==> src/rtl/program_loader_pkg.sv <==
// -----------------------------------------------------------------------------
// program_loader_pkg
//
// Purpose: shared definitions for the program loader: the loader FSM state
//          encoding, the default frame start marker and a helper that turns
//          the LEN byte of a frame into a word count.
//
// Contents:
//   state_e            - loader FSM states
//   SYNC_BYTE_DEFAULT  - default frame start marker (8'hA5)
//   COUNT_WIDTH        - width of the word counter (must hold 256)
//   decode_len()       - LEN byte to word count, 0 meaning 256
// -----------------------------------------------------------------------------
package program_loader_pkg;

    typedef enum logic [2:0] {
        ST_IDLE  = 3'd0,
        ST_LEN   = 3'd1,
        ST_HI    = 3'd2,
        ST_LO    = 3'd3,
        ST_WRITE = 3'd4,
        ST_CHECK = 3'd5,
        ST_DONE  = 3'd6
    } state_e;

    localparam logic [7:0] SYNC_BYTE_DEFAULT = 8'hA5;

    // One bit wider than a byte so that a LEN of 0 can be stored as 256.
    localparam int COUNT_WIDTH = 9;

    // LEN is a word count where 0 stands for 256 words.
    function automatic logic [COUNT_WIDTH-1:0] decode_len(input logic [7:0] len_byte);
        logic [COUNT_WIDTH-1:0] count;
        if (len_byte == 8'd0) begin
            count = 9'd256;
        end else begin
            count = {1'b0, len_byte};
        end
        return count;
    endfunction

endpackage

==> src/rtl/program_loader.sv <==
// -----------------------------------------------------------------------------
// program_loader
//
// Purpose: writer side of the instruction memory. Receives a framed byte
//          stream (SYNC, LEN, LEN words high byte first, optional CHK),
//          assembles 16-bit instruction words and writes them into program
//          memory starting at address 0. Holds the core stalled while a frame
//          is being loaded and pulses o_done when a good frame completes so the
//          core can restart from PC 0.
//
// Build option:
//   PROGRAM_LOADER_CHECKSUM_EN - when defined, every frame ends with a CHK
//          byte (XOR of all data bytes). A mismatch sets the sticky o_error
//          and leaves the core held. When undefined, there is no CHK byte,
//          the frame ends after the last write, and o_error is tied to 0.
//
// Parameters:
//   ADDR_WIDTH - instruction address width (matches the core)
//   SYNC_BYTE  - frame start marker
//
// Ports:
//   i_clk        - system clock, rising edge
//   i_rst        - asynchronous active-high reset
//   i_byte       - incoming stream byte
//   i_byte_valid - i_byte is valid this cycle
//   o_byte_ready - loader accepts i_byte this cycle
//   o_wr_en      - one-cycle program memory write strobe
//   o_wr_addr    - program memory write address
//   o_wr_data    - instruction word to write
//   o_core_hold  - stall core and PC while high
//   o_done       - one-cycle pulse after a good frame
//   o_error      - sticky frame error flag
// -----------------------------------------------------------------------------
module program_loader
    import program_loader_pkg::*;
#(
    parameter int         ADDR_WIDTH = 8,
    parameter logic [7:0] SYNC_BYTE  = SYNC_BYTE_DEFAULT
) (
    input  logic                  i_clk,
    input  logic                  i_rst,
    input  logic [7:0]            i_byte,
    input  logic                  i_byte_valid,
    output logic                  o_byte_ready,
    output logic                  o_wr_en,
    output logic [ADDR_WIDTH-1:0] o_wr_addr,
    output logic [15:0]           o_wr_data,
    output logic                  o_core_hold,
    output logic                  o_done,
    output logic                  o_error
);

    state_e                   state_q, state_d;
    logic [ADDR_WIDTH-1:0]    addr_q, addr_d;
    logic [15:0]              data_q, data_d;
    logic [COUNT_WIDTH-1:0]   count_q, count_d;
    logic                     hold_q, hold_d;
    logic                     byte_ready;
    logic                     byte_accept;

`ifdef PROGRAM_LOADER_CHECKSUM_EN
    logic [7:0]               chk_q, chk_d;
    logic                     error_q, error_d;
`endif

    // The loader refuses bytes only while it is busy writing a word or
    // signalling completion; every other state consumes a byte per transfer.
    always_comb begin
        byte_ready  = (state_q != ST_WRITE) && (state_q != ST_DONE);
        byte_accept = i_byte_valid && byte_ready;
    end

    always_comb begin
        state_d = state_q;
        addr_d  = addr_q;
        data_d  = data_q;
        count_d = count_q;
        hold_d  = hold_q;
`ifdef PROGRAM_LOADER_CHECKSUM_EN
        chk_d   = chk_q;
        error_d = error_q;
`endif

        case (state_q)
            // Bytes between frames are dropped; only the marker starts a load.
            ST_IDLE: begin
                if (byte_accept && (i_byte == SYNC_BYTE)) begin
                    hold_d  = 1'b1;
                    addr_d  = '0;
                    state_d = ST_LEN;
`ifdef PROGRAM_LOADER_CHECKSUM_EN
                    chk_d   = 8'd0;
                    error_d = 1'b0;
`endif
                end
            end

            ST_LEN: begin
                if (byte_accept) begin
                    count_d = decode_len(i_byte);
                    state_d = ST_HI;
                end
            end

            // Inside a frame every byte is data, even one equal to SYNC_BYTE.
            ST_HI: begin
                if (byte_accept) begin
                    data_d  = {i_byte, data_q[7:0]};
                    state_d = ST_LO;
`ifdef PROGRAM_LOADER_CHECKSUM_EN
                    chk_d   = chk_q ^ i_byte;
`endif
                end
            end

            ST_LO: begin
                if (byte_accept) begin
                    data_d  = {data_q[15:8], i_byte};
                    state_d = ST_WRITE;
`ifdef PROGRAM_LOADER_CHECKSUM_EN
                    chk_d   = chk_q ^ i_byte;
`endif
                end
            end

            // The write strobe uses the current address; the address moves on
            // only afterwards so that the first word lands at 0. Address
            // wrap-around on long frames is intentional and silent.
            ST_WRITE: begin
                addr_d  = addr_q + ADDR_WIDTH'(1);
                count_d = count_q - COUNT_WIDTH'(1);
                if (count_q == COUNT_WIDTH'(1)) begin
`ifdef PROGRAM_LOADER_CHECKSUM_EN
                    state_d = ST_CHECK;
`else
                    state_d = ST_DONE;
                    hold_d  = 1'b0;
`endif
                end else begin
                    state_d = ST_HI;
                end
            end

`ifdef PROGRAM_LOADER_CHECKSUM_EN
            // A corrupt program must not run, so on mismatch the core stays
            // held until a later frame succeeds or reset is applied.
            ST_CHECK: begin
                if (byte_accept) begin
                    if (i_byte == chk_q) begin
                        state_d = ST_DONE;
                        hold_d  = 1'b0;
                    end else begin
                        error_d = 1'b1;
                        state_d = ST_IDLE;
                    end
                end
            end
`endif

            ST_DONE: begin
                state_d = ST_IDLE;
            end

            default: begin
                state_d = ST_IDLE;
            end
        endcase
    end

    // Reset aborts any frame in progress and releases the core.
    always_ff @(posedge i_clk or posedge i_rst) begin
        if (i_rst) begin
            state_q <= ST_IDLE;
            addr_q  <= '0;
            data_q  <= '0;
            count_q <= '0;
            hold_q  <= 1'b0;
        end else begin
            state_q <= state_d;
            addr_q  <= addr_d;
            data_q  <= data_d;
            count_q <= count_d;
            hold_q  <= hold_d;
        end
    end

`ifdef PROGRAM_LOADER_CHECKSUM_EN
    always_ff @(posedge i_clk or posedge i_rst) begin
        if (i_rst) begin
            chk_q   <= 8'd0;
            error_q <= 1'b0;
        end else begin
            chk_q   <= chk_d;
            error_q <= error_d;
        end
    end
`endif

    always_comb begin
        o_byte_ready = byte_ready;
        o_wr_en      = (state_q == ST_WRITE);
        o_wr_addr    = addr_q;
        o_wr_data    = data_q;
        o_core_hold  = hold_q;
        o_done       = (state_q == ST_DONE);
`ifdef PROGRAM_LOADER_CHECKSUM_EN
        o_error      = error_q;
`else
        o_error      = 1'b0;
`endif
    end

endmodule
==> config.mk <==
export PLATFORM = sky130hd
export DESIGN_NAME = program_loader
export DESIGN_NICKNAME = d
export VERILOG_FILES = /design/src/rtl/program_loader_pkg.sv /design/src/rtl/program_loader.sv
export SDC_FILE = /design/constraint.sdc
export NUM_CORES = 1
export LEC_CHECK = 0
export BUFFER_PORTS_ARGS = -buffer_cell sky130_fd_sc_hd__buf_2
export CELL_PAD_IN_SITES_DETAIL_PLACEMENT = 1
export CELL_PAD_IN_SITES_GLOBAL_PLACEMENT = 1
export CORE_ASPECT_RATIO = 1.4
export CORE_MARGIN = 2
export CORE_UTILIZATION = 37
export DETAILED_ROUTE_END_ITERATION = 16
export PLACE_DENSITY = 0.86
export SLEW_MARGIN = 30
export SYNTH_ARGS = -nofsm -noshare
export SYNTH_HDL_FRONTEND = slang
export SYNTH_SLANG_ARGS = --single-unit
==> constraint.sdc <==
create_clock -name i_clk -period 1.8 [get_ports i_clk]
set_clock_uncertainty 0.1 [all_clocks]
set_input_delay 0.09 -clock i_clk [delete_from_list [all_inputs] [get_ports i_clk]]
set_output_delay 0.09 -clock i_clk [all_outputs]
set_load 0.02 [all_outputs]
# Word-level counts from Yosys, hierarchy flattened
# Cells that the tools add are included.
op_classes:
  muxes: 17
  n_addsub: 2
  eq_ne: 14
  bitwise_logic: 2
  n_reduce_logical: 13
op_table:
  columns: ["operator", "n"]
  rows:
  - ["16-bit case mux with 2 select lines", 1]
  - ["9-bit two-way mux", 2]
  - ["9-bit case mux with 2 select lines", 1]
  - ["16-bit two-way mux", 1]
  - ["8-bit two-way mux", 2]
  - ["8-bit case mux with 2 select lines", 1]
  - ["3-bit two-way mux", 5]
  - ["3-bit case mux with 5 select lines", 1]
  - ["9-bit by 1-bit == test with 1-bit output, second input constant", 1]
  - ["3-bit AND reduction", 3]
  - ["9-bit by 1-bit subtractor with 9-bit output, second input constant", 1]
  - ["8-bit by 1-bit adder with 8-bit output, second input constant", 1]
  - ["8-bit == test, second input constant", 1]
  - ["8-bit logical NOT", 1]
  - ["2-bit != test, second input constant", 4]
  - ["3-bit by 2-bit == test with 1-bit output, second input constant", 2]
  - ["3-bit == test, second input constant", 2]
  - ["3-bit != test, second input constant", 2]
  - ["2-bit AND reduction", 2]
  - ["4-bit AND reduction", 1]
  - ["2-bit nonzero test", 2]
  - ["3-bit by 1-bit == test with 1-bit output, second input constant", 1]
  - ["1-bit logical AND", 3]
  - ["3-bit logical NOT", 1]
  - ["other kinds (4)", 6]
word_totals:
  wordCells: 54
  register_bits: 37
  in_bits: 11
  out_inout_bits: 29

# Longest topological paths before layout
depth:
  ltp_word: 6
  mapped_depth: 7
  depth_no_buf: 5

# Worst setup path before layout
# OpenSTA, ideal clock, no wires.
synth_path:
  path_type: "reg2reg"
  start: "reg state_q[0]"
  end: "reg addr_q[2] (netlist: o_wr_addr[2])"
  stages_incl_launch_ff: 8
  t_arrival_ns: 1.678
  t_required_ns: 1.564
  path_buffers: 2
  slack_ns: -0.114
  synth_period_minus_slack_ns: 1.914
  setup_ns: 0.136
  path_cell_list: "dfrtp_1 > clkbuf_1 > or3b_2 > clkbuf_1 > inv_1 > nand2_1 > nand3_1 > o21ai_0"
synth_between:
  word_cells_on_any_way: 11
  classes_between: "4 x eq/ne; 1 x mux; 6 x reduce/logical"
synth_lines:
  columns: ["element", "line_no", "rtl"]
  rows:
  - ["start: declaration", "program_loader.sv:53", "state_e state_q, state_d;"]
  - ["start signal: assignment", "program_loader.sv:179", "state_q <= state_d;"]
  - ["3-bit == test *", null, null]
  - ["named net o_wr_en", "program_loader.sv:45", "output logic o_wr_en,"]
  - ["2-bit nonzero test (no line)", null, null]
  - ["2-bit AND reduction (no line)", null, null]
  - ["end signal: assignment", "program_loader.sv:180", "addr_q <= addr_d;"]
  - ["end: declaration", "program_loader.sv:54", "logic [ADDR_WIDTH-1:0] addr_q, addr_d;"]
# The timed path passes the listed nets; every way through them passes the cells marked *.
# A chain may end at the register's enable or synchronous reset.

# Worst setup path in the final report
layout_path:
  start: "reg state_q[2]"
  end: "reg count_q[2]"
layout_between:
  elab_chain_cells: 5
  word_cells_on_any_way: 10
  classes_between: "5 x eq/ne; 1 x mux; 4 x reduce/logical"
layout_rtl:
  columns: ["element", "line_no", "rtl"]
  rows:
  - ["3-bit != test", "program_loader.sv:69", "byte_ready = (state_q != ST_WRITE) && (state_q != ST_DONE);"]
  - ["1-bit logical AND", "program_loader.sv:69", null]
  - ["1-bit logical AND", "program_loader.sv:70", "byte_accept = i_byte_valid && byte_ready;"]
  - ["2-bit != test (no line)", null, null]
  - ["2-bit AND reduction (no line)", null, null]
  - ["end signal: assignment", "program_loader.sv:182", "count_q <= count_d;"]
  - ["end: declaration", "program_loader.sv:56", "logic [COUNT_WIDTH-1:0] count_q, count_d;"]
# Parallel ways exist; a longest one is shown, timed or not.

==> results_dict.tcl <==
set metrics [dict create \
    synth_cells 163 \
    dr_total_vias 1535 \
    critPathCaptureType "register" \
    startpoint_type "register" \
    critical_path_class "reg -> reg" \
    die_width_um 62.7 \
    avgSynthCellArea_um2 10.9 \
    hp-class "in -> reg" \
    synth_seq_cells 37 \
    grt.total_usage 0.200 \
    area_delta_synth_final_pct 31.7 \
    synth_warnings 0 \
    yosysSeqAreaShare 0.520 \
    power.density_nw_per_um2 1720 \
    synth_area_um2 1780 \
    antenna_left 0 \
    nFillCells 533 \
    synth_edf_count 0 \
    min_from "i_byte[7]" \
    antenna_found_initial 0 \
    antenna_cells 0 \
    core_area_um2 4570 \
    dpl_cell_area_um2 2180 \
    die_h_um 86.1 \
    drt_iter0_drc 93 \
    async_flop_share 1.00 \
    syn_nets 177 \
    status "finished, final reports clean" \
    arrival_ps 1830 \
    drt_wl_total_um 5040 \
    cts_buffer_depth 2 \
    boundaryPins 40 \
    synth_area_leaders "dfrtp_1 52%, mux2_2 11%, nand2_1 2.7%" \
    r2r_start "state_q[2]" \
    nNetsFinal 239 \
    grt_overflow 0 \
    area.sequential_um2 927 \
    fmax_mhz 574 \
    routedWlPerCell_um 17.5 \
    design_area_um2 2350 \
    drv_cap 0 \
    path_clk_slew_ps 80 \
    drcViolationCount 0 \
    ys.flop_type "dfrtp_1" \
    dieArea_um2 5390 \
    grt_pass1_vias 1676 \
    cts-root-buf "clkbuf_8" \
    r2r_slack_ps 60 \
    synth_common_cells "37 x dfrtp_1, 18 x mux2_2, 13 x nand2_1" \
    hold_end "o_wr_data[7]" \
    cp_max_fo 9 \
    row_count 29 \
    multi_input_area_um2 806 \
    htreeDepth 2 \
    grt_max_degree 38 \
    cts_buffers 5 \
    ys_types 41 \
    whs_ps 10.3 \
    io_buffers 38 \
    tritoncts "built" \
    whs_path_depth 2 \
    grt_first_pass_wirelength_um 8370 \
    drv_slew 0 \
    p_leak_nw 1.12 \
    vdd_drop_max_uv 935 \
    setup_viol 0 \
    final_core_util 0.513 \
    drive_gt1_frac 0.429 \
    cts_sinks 37 \
    dp_hpwl_um 3600 \
    hold_viol 0 \
    period_needed_ps 1740 \
    rr_endpoint "count_q[2]" \
    clock_latency_ps 290 \
    initial_core_util 0.390 \
    synth.largest_area_cell "dfrtp_1" \
    yosys.area.top_type_share 0.520 \
    crit_required_ps 1880 \
    r2r_cells 5 \
    period_share 0.968 \
    viasPerCell 5.33 \
    drt-pass1-iter-count 4 \
    yosysMostFrequentCell "dfrtp_1" \
    globalplace.congestion 0.790 \
]
-- cell usage in the layout, fill, tap and decap left out, types with 3 or more instances in the layout --
| master | count |
|---|---|
| buf_4 | 24 |
| mux2_2 | 18 |
| ha_1 | 3 |
| a211oi_1 | 3 |
| o21ai_0 | 8 |
| nor4_1 | 3 |
| nand3_1 | 5 |
| clkbuf_8 | 6 |
| buf_2 | 38 |
| nand2_1 | 13 |
| dfrtp_1 | 36 |
| nor3_1 | 4 |
| a21oi_1 | 6 |
| a221o_1 | 4 |
| nor2_1 | 10 |
| inv_1 | 6 |
-- area by class of cell --
cell class / count / share of cell area
inverter: 7 / 0.0112
clock buffer: 6 / 0.0352
timing repair buffer: 64 / 0.166
clock inverter: 2 / 0.0160
multi-input combinational: 110 / 0.343
tap: 62 / 0.0330
sequential: 37 / 0.395
-- through the flow --
| step | setup WS (ps) | TNS [ps] | power [mW] | cells |
|---|---|---|---|---|
| 2_1_floorplan | 7.46 | 0 | 2.56 | 163 |
| 3_3_place_gp | -5.14 | -10.3 | 3.12 | 277 |
| 3_5_place_dp | -36.9 | -85.5 | 3.23 | 277 |
| 4_1_cts | 9.58 | 0 | 4.05 | 287 |
| 5_1_grt | -2.27 | -2.27 | 4.29 | 288 |
| 6_report | 57.0 | 0 | 4.03 | 288 |
-- worst max path at each step --
stage,depth (start not counted),start,endpoint
final,5,state_q[2],count_q[2]
after global routing,6,i_byte[0],o_wr_addr[7]
after CTS,5,state_q[1],count_q[4]
after detailed placement,5,i_byte[6],o_wr_addr[6]
after global placement,5,i_byte[6],o_wr_addr[6]
after floorplan,5,state_q[0],o_wr_addr[6]
-- power breakdown --
part,internal [mW],switching [mW]
clock,0.451,0.320
combinational,0.781,0.995
sequential,1.20,0.287
-- cells by family after synthesis --
family                   count (synthesis)  share of synthesized area
adder cells (fa/ha/maj)                  3                     0.0211
AO/OA/AOI/OAI                           33                      0.131
other                                    1                    0.00210
AND/OR/NAND/NOR                         51                      0.155
multiplexers                            20                      0.125
XOR/XNOR                                 2                    0.00983
buffers and inverters                   16                     0.0365
flip-flops                              37                      0.520
-- flip-flops by register name, indices dropped and copies added, names as in the netlist --
| name | flops |
|---|---|
| state_q | 3 |
| o_core_hold | 1 |
| o_wr_addr | 8 |
| o_wr_data | 16 |
| count_q | 9 |
-- per-layer routing --
| layer | GRT usage | wire (um) | up-vias |
|---|---|---|---|
| li1 | - | - | 716 |
| met5 | 0 | 0 | - |
| met4 | 0.0606 | 94 | 0 |
| met2 | 0.381 | 2770 | 40 |
| met3 | 0.0328 | 157 | 10 |
| met1 | 0.226 | 2020 | 769 |
-- repair_timing --
action,CTS,global route
endpoints found under the setup margin,5,9
pin swaps,0,2
endpoints found under the hold margin,38,0
setup buffers,0,1
hold buffers,2,0
gates resized for setup,2,3
-- worst max-delay path, stage by stage, from the launching register on --
cell and delay [ps]:
dfrtp_1 430, buf_4 180, nand4bb_2 330, nand2_1 170
o21ai_0 120, a221o_1 300
Note: power is estimated with default switching activity, not from simulation.
